--- src/rtl/jt49_dcrm_mc.sv ---
// jt49_dcrm_mc: time-multiplexed per-channel DC removal by moving-average subtraction
module jt49_dcrm_mc #(
    parameter int W        = 8,
    parameter int CH       = 3,
    parameter int DEPTHLOG = 4,
    localparam int CW      = CH > 1 ? $clog2(CH) : 1
) (
    input  logic          clk,
    input  logic          rst_n,
    input  logic          cen,
    input  logic          din_valid,
    input  logic [CW-1:0] din_ch,
    input  logic [W-1:0]  din,
    input  logic          bypass,
    input  logic          flush,
    output logic          din_ready,
    output logic          dout_valid,
    output logic [CW-1:0] dout_ch,
    output logic [W:0]    dout
);
    localparam int N  = 1 << DEPTHLOG;
    localparam int SW = W + DEPTHLOG;
    localparam int HN = CH * N;
    localparam int FW = $clog2(HN);

    typedef enum logic [2:0] {IDLE, READ, UPDATE, OUT, FLUSH} state_t;

    state_t                st, nx;
    logic [CW-1:0]         ch, idx;
    logic [W-1:0]          din_r, old, avg;
    logic                  byp, ch_ok;
    logic [W-1:0]          hist [HN];
    logic [SW-1:0]         sum  [CH];
    logic [DEPTHLOG-1:0]   ptr  [CH];
    logic [FW-1:0]         fcnt, hidx;
    logic [SW-1:0]         sum_new;
    logic [W:0]            dout_n;

    // Decode the registered channel; an out-of-range index is clamped so no array is over-indexed
    always_comb begin
        ch_ok   = 32'(ch) < CH;
        idx     = ch_ok ? ch : '0;
        hidx    = FW'(32'(idx) * N + 32'(ptr[idx]));
        sum_new = sum[idx] + SW'(din_r) - SW'(old);
        avg     = W'(sum[idx] >> DEPTHLOG);
        dout_n  = byp ? {1'b0, din_r} : {1'b0, din_r} - {1'b0, avg};
    end

    // State register
    always_ff @(posedge clk or negedge rst_n) begin
        if (!rst_n)
            st <= IDLE;
        else if (cen)
            st <= nx;
    end

    // Next-state logic; flush wins over a simultaneous sample offer
    always_comb begin
        nx = st;
        case (st)
            IDLE:    nx = flush ? FLUSH : din_valid ? READ : IDLE;
            READ:    nx = ch_ok ? UPDATE : IDLE;
            UPDATE:  nx = OUT;
            OUT:     nx = IDLE;
            FLUSH:   nx = fcnt == FW'(HN - 1) ? IDLE : FLUSH;
            default: nx = IDLE;
        endcase
    end

    // Output logic
    always_comb din_ready = st == IDLE && !flush;

    // Datapath: capture, history read, running-sum update, result register and flush sweep
    always_ff @(posedge clk or negedge rst_n) begin
        if (!rst_n) begin
            ch         <= '0;
            din_r      <= '0;
            byp        <= 1'b0;
            old        <= '0;
            fcnt       <= '0;
            dout       <= '0;
            dout_ch    <= '0;
            dout_valid <= 1'b0;
            for (int i = 0; i < HN; i++) hist[i] <= '0;
            for (int i = 0; i < CH; i++) begin
                sum[i] <= '0;
                ptr[i] <= '0;
            end
        end else if (cen) begin
            dout_valid <= st == OUT;
            case (st)
                IDLE: begin
                    fcnt <= '0;
                    if (din_valid && !flush) begin
                        ch    <= din_ch;
                        din_r <= din;
                        byp   <= bypass;
                    end
                end
                READ:   old <= hist[hidx];
                UPDATE: begin
                    sum[idx]   <= sum_new;
                    hist[hidx] <= din_r;
                    ptr[idx]   <= ptr[idx] + 1'b1;
                end
                OUT: begin
                    dout    <= dout_n;
                    dout_ch <= ch;
                end
                FLUSH: begin
                    hist[fcnt] <= '0;
                    fcnt       <= fcnt + 1'b1;
                    if (fcnt == FW'(HN - 1))
                        for (int i = 0; i < CH; i++) begin
                            sum[i] <= '0;
                            ptr[i] <= '0;
                        end
                end
                default: ;
            endcase
        end
    end
endmodule

--- config.mk ---
export PLATFORM = sky130hd
export DESIGN_NAME = jt49_dcrm_mc
export DESIGN_NICKNAME = d
export VERILOG_FILES = /design/src/rtl/jt49_dcrm_mc.sv
export SDC_FILE = /design/constraint.sdc
export NUM_CORES = 1
export LEC_CHECK = 0
export BUFFER_PORTS_ARGS = -buffer_cell sky130_fd_sc_hd__buf_2
export CAP_MARGIN = 10
export CORE_UTILIZATION = 34
export CTS_CLUSTER_SIZE = 16
export DETAILED_ROUTE_END_ITERATION = 7
export SLEW_MARGIN = 25
export SYNTH_ARGS = -nofsm -noshare
export SYNTH_HDL_FRONTEND = slang
export SYNTH_SLANG_ARGS = --single-unit
--- constraint.sdc ---
create_clock -name clk -period 9.5 [get_ports clk]
set_clock_uncertainty 0.15 [all_clocks]
set_input_delay 1.9 -clock clk [delete_from_list [all_inputs] [get_ports clk]]
set_output_delay 1.9 -clock clk [all_outputs]
set_load 0.05 [all_outputs]
* Word-level counts from Yosys, hierarchy flattened
Cells that the tools add are included.
Storage, ports and cells: flip-flop bits (word level) 472, bits in latches 0, memory bits (read-only) 0, memories kept 0, memory bits (writable) 0, output and inout bits 13
Operators by class: mux-type cells 33, multiply operators 0, bitwise gates (word level) 5, add/sub/neg operators 6, reductions and logical operators 15, shifts and indexed selects 0, equal/unequal tests 6, order comparisons 7, divide/modulo/power cells 0
Operators with widths (count):
- 384-bit one-hot mux with 2 select lines | 1
- 384-bit bitwise AND | 1
- 384-bit bitwise mux | 1
- 384-bit inverter | 1
- 8-bit demux with 6-bit select | 2
- 36-bit one-hot mux with 2 select lines | 1
- 8-bit binary-select mux with 6-bit select | 1
- 12-bit 2-to-1 mux | 4
- 36-bit bitwise mux | 1
- 36-bit 2-to-1 mux | 1
- 8-bit 2-to-1 mux | 4
- 12-bit binary-select mux with 2-bit select | 1
- 12-bit demux with 2-bit select | 1
- 12-bit one-hot mux with 2 select lines | 1
- 7-bit >= comparator (second input constant) | 2
- 7-bit by 1-bit < comparator with 1-bit output (second input constant) | 2
- 6-bit inverter with 7-bit output | 2
- 12-bit by 8-bit adder with 12-bit output | 1
- 12-bit bitwise mux | 1
- 4-bit 2-to-1 mux | 3
- 3-bit one-hot mux with 4 select lines | 1
- 6-bit one-hot mux with 2 select lines | 1
- 12-bit by 8-bit subtractor with 12-bit output | 1
- 9-bit 2-to-1 mux | 1
- other kinds (24) | 36

* Longest topological paths before layout
Gate-level depths: netlist of the first run.
word-level depth 14, mapped depth 21, gate-level depth less buffers 18

* Least setup slack after synthesis of the first run
No wires, ideal clock.
path kind input to output, from in flush, to out din_ready, cell stages on the path 1, arrival 3393 ps, slack 4057 ps, path buffers 0, cells stage by stage nor4_1
Between the ends: cells in the longest elaborated chain, start to end 2
Ends and longest elaborated chain:
- start, declared | line 15 | input logic flush,
- 1-bit zero test | line 71 | always_comb din_ready = st == IDLE && !flush;
- 1-bit logical AND | line 71
- end, declared | line 16 | output logic din_ready,
No other way between the ends.

* Worst setup path after layout of the first run
from reg ch[0], to reg old[0]
Between the ends: cells in the longest elaborated chain, start to end 11
Ends and longest elaborated chain:
- start, declared | line 29 | logic [CW-1:0] ch, idx;
- start signal, assigned | line 95 | ch <= din_ch;
- 2-bit < comparator | line 41 | ch_ok = 32'(ch) < CH;
- 2-bit 2-to-1 mux (*) | line 42 | idx = ch_ok ? ch : '0;
- 2-bit inverter with 3-bit output (implied by the code) | line 43 | hidx = FW'(32'(idx) * N + 32'(ptr[idx]));
- 4-bit binary-select mux with 2-bit select | line 43
- 4-bit 2-to-1 mux (implied by the code) (2 in a row) | line 43
- 6-bit by 4-bit adder with 6-bit output (*) | line 43
- 6-bit inverter with 7-bit output (implied by the code) (*) | line 100 | READ: old <= hist[hidx];
- 8-bit binary-select mux with 6-bit select (*) | line 100
- 8-bit 2-to-1 mux (implied by the code) (*) (2 in a row) | line 100
- end signal, assigned | line 100
- end, declared | line 30 | logic [W-1:0] din_r, old, avg;
Mark *: on every way between the ends. The rest lies on a longest branch, timed or not. The select of a mux whose other input is x is not followed. A chain may end at the register's enable or synchronous reset.

==> results.py, run 1 <==
metrics = {
    "run_status": {
        "status": "finished clean",
    },
    "synthesis": {
        "synth-edff-count": 0,
        "ys_seq_elements": 472,
        "ys.flop_type": "dfrtp_1",
        "syn_inst": 2126,
        "synthArstFlopShare": 1.00,
        "avgSynthCellArea_sq_um": 10.6,
        "syn_area_sq_um": 22600,
        "ys_warn_count": 0,
        "ys_seq_area_frac": 0.522,
        "syn-num-nets": 2178,
        "synth.distinct_cells": 83,
    },
    "timing": {
        "fin_crit_sh": 0.612,
        "final_hold_viol_count": 0,
        "fmax_mhz": 172,
        "worstMarginPinSlew_ns": 1.07,
        "finalMaxSlewViolations": 0,
        "period_needed_ns": 5.81,
        "setup_viol": 0,
        "rsz0062_at_grt": "no",
        "slew-limit-headroom": 0.284,
        "tns_ns": 0,
    },
    "clocking": {
        "cts_tree": "done",
        "cts_buffers": 52,
        "clk_latency_ns": 0.61,
        "ctsLongestPathBuffers": 3,
        "clock_sinks": 472,
        "clkTransAtPathRegs_ns": 0.06,
        "cts_root_buf": "clkbuf_16",
        "postCtsSetupBuffers": 0,
        "cts.htree.levels": 2,
        "hold_buffers": 0,
        "cts_resized": 0,
    },
    "die": {
        "ioPinCount": 29,
        "die_x_um": 260,
        "initial_core_util": 0.344,
        "core_area_sq_um": 65900,
        "fp.dieH_um": 260,
        "dieArea_sq_um": 67600,
        "num_rows": 94,
    },
    "setup_path": {
        "critPathRequiredTime_ns": 9.83,
        "crit_family": "buffers and inverters",
        "path_class": "reg -> reg",
        "worstPathBufferInverterCount": 5,
        "cp_cell_sequence": "inv_1 -> ha_1 -> buf_4 -> and2b_4 -> a2bb2oi_4 -> buf_4 -> inv_4 -> buf_4 -> nor2_4 -> nand2_1 -> o2111ai_1 -> a31oi_1 -> a311oi_1 -> a21oi_1",
        "worst-path-max-fanout": 41,
        "start_kind": "register",
        "cp_data_arrival_time_ns": 6.14,
        "end_kind": "register",
        "crit_path_max_incr_delay_ns": 0.60,
        "crit_top_cell": "buf_4",
        "cpMaxStageDelayCell": "nand2_1",
    },
    "place": {
        "place_area_sq_um": 23500,
        "io_buffers": 28,
        "dp_hpwl_um": 49400,
        "gp_congestion": 0.935,
        "dp.cells": 2898,
    },
    "power": {
        "sw_frac_of_total": 0.400,
        "power_frac_comb": 0.354,
        "seqPwrFrac": 0.333,
        "pwr-share-clk": 0.312,
        "power.density_nw_per_um2": 279,
        "ir_drop_v": 0.000161,
        "p_int_mw": 4.24,
        "p_sw_mw": 2.82,
        "p_leak_nw": 11.2,
    },
    "routing": {
        "wire_per_inst_um": 26.8,
        "route.detailed.drc": 0,
        "firstDrtPassIters": 6,
        "vias": 18900,
        "wl_um": 80400,
        "drt_iter0_drc": 2332,
        "antenna_left": 0,
        "vias_per_cell": 6.32,
    },
    "global_route": {
        "grt.overflow.total": 0,
        "grt_pass1_vias": 18600,
        "grt.total_usage": 0.238,
        "antenna_found_initial": 1,
        "grt_pass1_wl_um": 122000,
        "grt_max_degree": 162,
    },
    "final_layout": {
        "final_common_cell": "dfrtp_1",
        "area_delta_synth_final_pct": 11.9,
        "final_cells": 2996,
        "layout-drive-gt1-share": 0.114,
        "layout_common_cells": "dfrtp_1, a22o_1, nand2_1",
        "fin_area_sq_um": 25300,
        "final_nets": 2140,
    },
    "worst_hold_path": {
        "min_path_type": "reg -> reg",
    },
    "run": {
        "drv_cap": 0,
    },
}
stage by stage:
| stage | hold slack [ns] | util | power [mW] | setup WS, ns |
|---|---|---|---|---|
| 2_1_floorplan | 0.299 | - | 3.97 | 4.06 |
| 3_3_place_gp | 0.309 | 0.356 | 4.78 | 3.94 |
| 3_5_place_dp | 0.319 | 0.356 | 4.82 | 3.91 |
| 4_1_cts | 0.333 | 0.385 | 7.04 | 3.90 |
| 5_1_grt | 0.354 | 0.385 | 7.34 | 3.69 |
| 6_report | 0.329 | 0.385 | 7.06 | 3.69 |
metal layers:
metal | track usage | wire (um) | vias up
li1 | - | - | 7885
met1 | 0.330 | 33500 | 9710
met2 | 0.354 | 35200 | 1118
met3 | 0.0527 | 8100 | 226
met4 | 0.109 | 3610 | 0
met5 | 0 | 0 | -
tightest hold or removal path, stage by stage (launching register included):
cell	delay, ns
dfrtp_1	0.34
nand2_1	0.04
o21ai_0	0.06
power by group through the flow:
stage	registers, mW	logic (mW)	clock network, mW
2_1_floorplan	2.36	1.61	0
4_1_cts	2.35	2.46	2.23
6_report	2.35	2.50	2.20
3_5_place_dp	2.38	2.44	0
3_3_place_gp	2.37	2.40	0
5_1_grt	2.37	2.65	2.31
final cells by class:
class | instances | area (sq um)
tap | 864 | 1080
fill | 6382 | 40500
clock inverter | 29 | 358
antenna | 1 | 2.50
inverter | 37 | 144
multi-input combinational | 1465 | 9990
sequential | 472 | 11800
timing repair buffer | 60 | 428
clock buffer | 68 | 1510
cell usage after synthesis, types with 5 or more instances:
cell,count,share of area
a211oi_1,13,0.0043
a21o_1,10,0.0033
a21oi_1,108,0.024
a21oi_2,10,0.0039
a221oi_1,14,0.0054
a22o_1,428,0.17
a22oi_1,30,0.010
a311oi_1,9,0.0035
a31oi_1,23,0.0064
and3_1,8,0.0022
buf_1,5,0.00083
buf_2,39,0.0086
buf_4,11,0.0036
buf_6,8,0.0040
clkbuf_1,89,0.015
dfrtp_1,472,0.52
fa_1,9,0.0080
ha_1,27,0.015
inv_1,35,0.0058
mux2i_1,40,0.018
nand2_1,297,0.049
nand2_2,7,0.0019
nand2b_1,7,0.0019
nand3_1,71,0.016
nand3b_1,5,0.0017
nand4_1,10,0.0028
nor2_1,74,0.012
nor2_2,26,0.0072
nor2_4,7,0.0035
nor2b_1,10,0.0028
nor3_1,18,0.0040
nor4_1,5,0.0014
o211ai_1,9,0.0030
o21a_1,5,0.0017
o21ai_0,69,0.015
o21ai_1,16,0.0035
o221ai_1,6,0.0023
o22ai_1,9,0.0025
xnor2_1,15,0.0058
registers in the layout, summed over array words and instances, names as in the netlist, 2 cells and up:
signal and count:
ch 2, din_r 8, fcnt 6, dout_ch 2, dout 9, sum 36, hist 384, old 8
ptr 12, st 3
worst paths after layout:
kind / from / endpoint / slack [ns] / depth (start not counted)
min in group asynchronous: rst_n / sum[33]$_DFFE_PN0P_ / 1.17 / 1
hold / removal: dout_ch[0]$_DFFE_PN0P_ / dout_ch[0]$_DFFE_PN0P_ / 0.33 / 2
hold reg to reg: dout_ch[0]$_DFFE_PN0P_ / dout_ch[0]$_DFFE_PN0P_ / 0.33 / 2
max in group asynchronous: rst_n / hist[362]$_DFFE_PN0P_ / 6.47 / 2
setup reg to reg: ch[0]$_DFFE_PN0P_ / old[0]$_DFFE_PN0P_ / 3.69 / 14
setup / recovery: ch[0]$_DFFE_PN0P_ / old[0]$_DFFE_PN0P_ / 3.69 / 14
cell families (layout without fill, tap and decap cells):
kind of cell,Yosys count,after routing,share of synthesized area
AND/OR/NAND/NOR,578,578,0.121
XOR/XNOR,17,17,0.00658
buffers and inverters,189,194,0.0382
multiplexers,46,46,0.0222
AO/OA/AOI/OAI,788,788,0.267
flip-flops,472,472,0.522
other,0,1,0
adder cells (fa/ha/maj),36,36,0.0229
Note: power is estimated with default switching activity, not from simulation.
==> run 2, diff against run 1 <==
==> constraint.sdc (replaced) <==
create_clock -name clk -period 5.33 [get_ports clk]
set_clock_uncertainty 0.15 [all_clocks]
set_input_delay 1.066 -clock clk [delete_from_list [all_inputs] [get_ports clk]]
set_output_delay 1.066 -clock clk [all_outputs]
set_load 0.05 [all_outputs]
==> run 2 against run 1 <==
  * Die area did not move
  * Highest routed layer unchanged
  * Largest cell class unchanged
  * Register-to-register slack got worse by 3.0 ns
  * Fmax rose by 25%
  * Clock power rose by 63%
  * Combinational power rose by 79%
  * Wire length fell by 0.28%
  * Sequential share of layout area barely moved
  * Cell count rose by 0.40%
==> results.py, run 2 (synthesis results as in run 1) <==
metrics = {
    "setup_path": {
        "start_kind": "register",
        "rr_endpoint": "hist[104]$_DFFE_PN0P_",
        "r2r_slack_ns": 0.69,
        "end_kind": "register",
        "critPathRequiredTime_ns": 5.72,
        "r2r-start": "ch[1]$_DFFE_PN0P_",
        "worst-path-max-fanout": 38,
        "worstRegToRegCells": 8,
        "cp_data_arrival_time_ns": 5.03,
        "path_class": "reg -> reg",
    },
    "power": {
        "p_int_mw": 7.30,
        "sw_frac_of_total": 0.406,
        "pwr-share-clk": 0.292,
        "p_leak_nw": 11.2,
        "ir_drop_v": 0.000438,
        "seqPwrFrac": 0.343,
        "power_frac_comb": 0.365,
        "p_sw_mw": 4.99,
        "power.density_nw_per_um2": 485,
    },
    "routing": {
        "vias_per_cell": 6.26,
        "route.detailed.drc": 0,
        "wire_per_inst_um": 26.7,
        "vias": 18800,
        "antenna_left": 0,
        "drt_iter0_drc": 2472,
        "firstDrtPassIters": 8,
        "wl_um": 80200,
    },
    "clocking": {
        "cts.htree.levels": 2,
        "clock_sinks": 472,
        "cts_root_buf": "clkbuf_16",
        "postCtsSetupBuffers": 0,
        "cts_resized": 0,
        "hold_buffers": 0,
        "ctsLongestPathBuffers": 3,
        "cts_tree": "done",
        "clk_latency_ns": 0.62,
        "clkTransAtPathRegs_ns": 0.06,
        "cts_buffers": 51,
    },
    "timing": {
        "fmax_mhz": 216,
        "rsz0062_at_grt": "no",
        "worstMarginPinSlew_ns": 1.12,
        "final_hold_viol_count": 0,
        "fin_crit_sh": 0.871,
        "period_needed_ns": 4.64,
        "finalMaxSlewViolations": 0,
        "tns_ns": 0,
        "whs_ns": 0.330,
        "setup_slack_ns": 0.690,
        "setup_viol": 0,
        "slew-limit-headroom": 0.250,
    },
    "global_route": {
        "grt_pass1_wl_um": 121000,
        "grt.overflow.total": 0,
        "antenna_found_initial": 0,
        "grt_max_degree": 128,
        "grt_pass1_vias": 18700,
        "grt.total_usage": 0.237,
    },
    "final_layout": {
        "final_util": 0.385,
        "final_nets": 2158,
        "layout_common_cells": "dfrtp_1, a22o_1, nand2_1",
        "largest_register_ffs": 384,
        "final_common_cell": "dfrtp_1",
        "diodes": 0,
        "area_delta_synth_final_pct": 11.9,
        "layout-drive-gt1-share": 0.116,
        "fin_area_sq_um": 25300,
        "reg_top3": "hist: 384 flops, sum: 36 flops, ptr: 12 flops",
        "largest_register": "hist",
    },
    "die": {
        "ioPinCount": 29,
        "num_rows": 94,
        "dieArea_sq_um": 67600,
        "initial_core_util": 0.344,
        "die_x_um": 260,
        "fp.dieH_um": 260,
        "core_area_sq_um": 65900,
    },
    "place": {
        "dp_hpwl_um": 50900,
        "gp_congestion": 0.950,
        "dp_slack_ns": 0.818,
        "io_buffers": 28,
        "place_area_sq_um": 23700,
    },
    "worst_hold_path": {
        "min_path_type": "in -> async",
    },
    "run": {
        "drv_cap": 0,
    },
    "run_status": {
        "status": "finished clean",
    },
}
[run 2: area by class of cell]
cell class	count	area, sq um
multi-input combinational	1465	9980
fill	6464	40500
clock inverter	19	190
sequential	472	11800
tap	864	1080
timing repair buffer	79	633
clock buffer	72	1480
inverter	37	144
[run 2: how the worst max path moves through the flow]
| stage | startpoint | end | slack [ns] | cells after the start |
|---|---|---|---|---|
| floorplan | ch[1]$_DFFE_PN0P_ | sum[10]$_DFFE_PN0P_ | 0.82 | 20 |
| global placement | ch[1]$_DFFE_PN0P_ | old[6]$_DFFE_PN0P_ | 0.86 | 13 |
| detailed placement | ch[1]$_DFFE_PN0P_ | old[6]$_DFFE_PN0P_ | 0.82 | 13 |
| CTS | ch[1]$_DFFE_PN0P_ | old[6]$_DFFE_PN0P_ | 0.81 | 13 |
| global route | ch[1]$_DFFE_PN0P_ | old[2]$_DFFE_PN0P_ | 0.55 | 10 |
| finish | ch[1]$_DFFE_PN0P_ | hist[104]$_DFFE_PN0P_ | 0.69 | 8 |
[run 2: critical path, cell delays in order, from the launching register on]
cell and delay, ns:
dfrtp_1 0.43, inv_1 0.12, ha_1 0.50, mux2i_1 0.48
o21a_4 0.56, buf_4 0.54, nand2_1 0.66, nor2_1 0.80
a22o_1 0.25
[run 2: through the flow]
| stage | cells | total power, mW |
|---|---|---|
| 2_1_floorplan | 2126 | 7.08 |
| 3_3_place_gp | 2917 | 8.57 |
| 3_5_place_dp | 2917 | 8.63 |
| 4_1_cts | 3008 | 12.2 |
| 5_1_grt | 3008 | 12.8 |
| 6_report | 3008 | 12.3 |
[run 2: power groups by stage]
stage	logic, mW	registers, mW	clock network [mW]
finish	4.48	4.22	3.59
floorplan	2.87	4.21	0
CTS	4.39	4.20	3.63
detailed placement	4.37	4.26	0
global route	4.73	4.25	3.79
global placement	4.31	4.25	0
[run 2: routing by layer]
metal	up-vias	track usage	wire length (um)
li1	7916	-	-
met1	9618	0.330	33800
met2	1076	0.354	35100
met3	214	0.0512	8000
met4	0	0.100	3280
met5	-	0	0
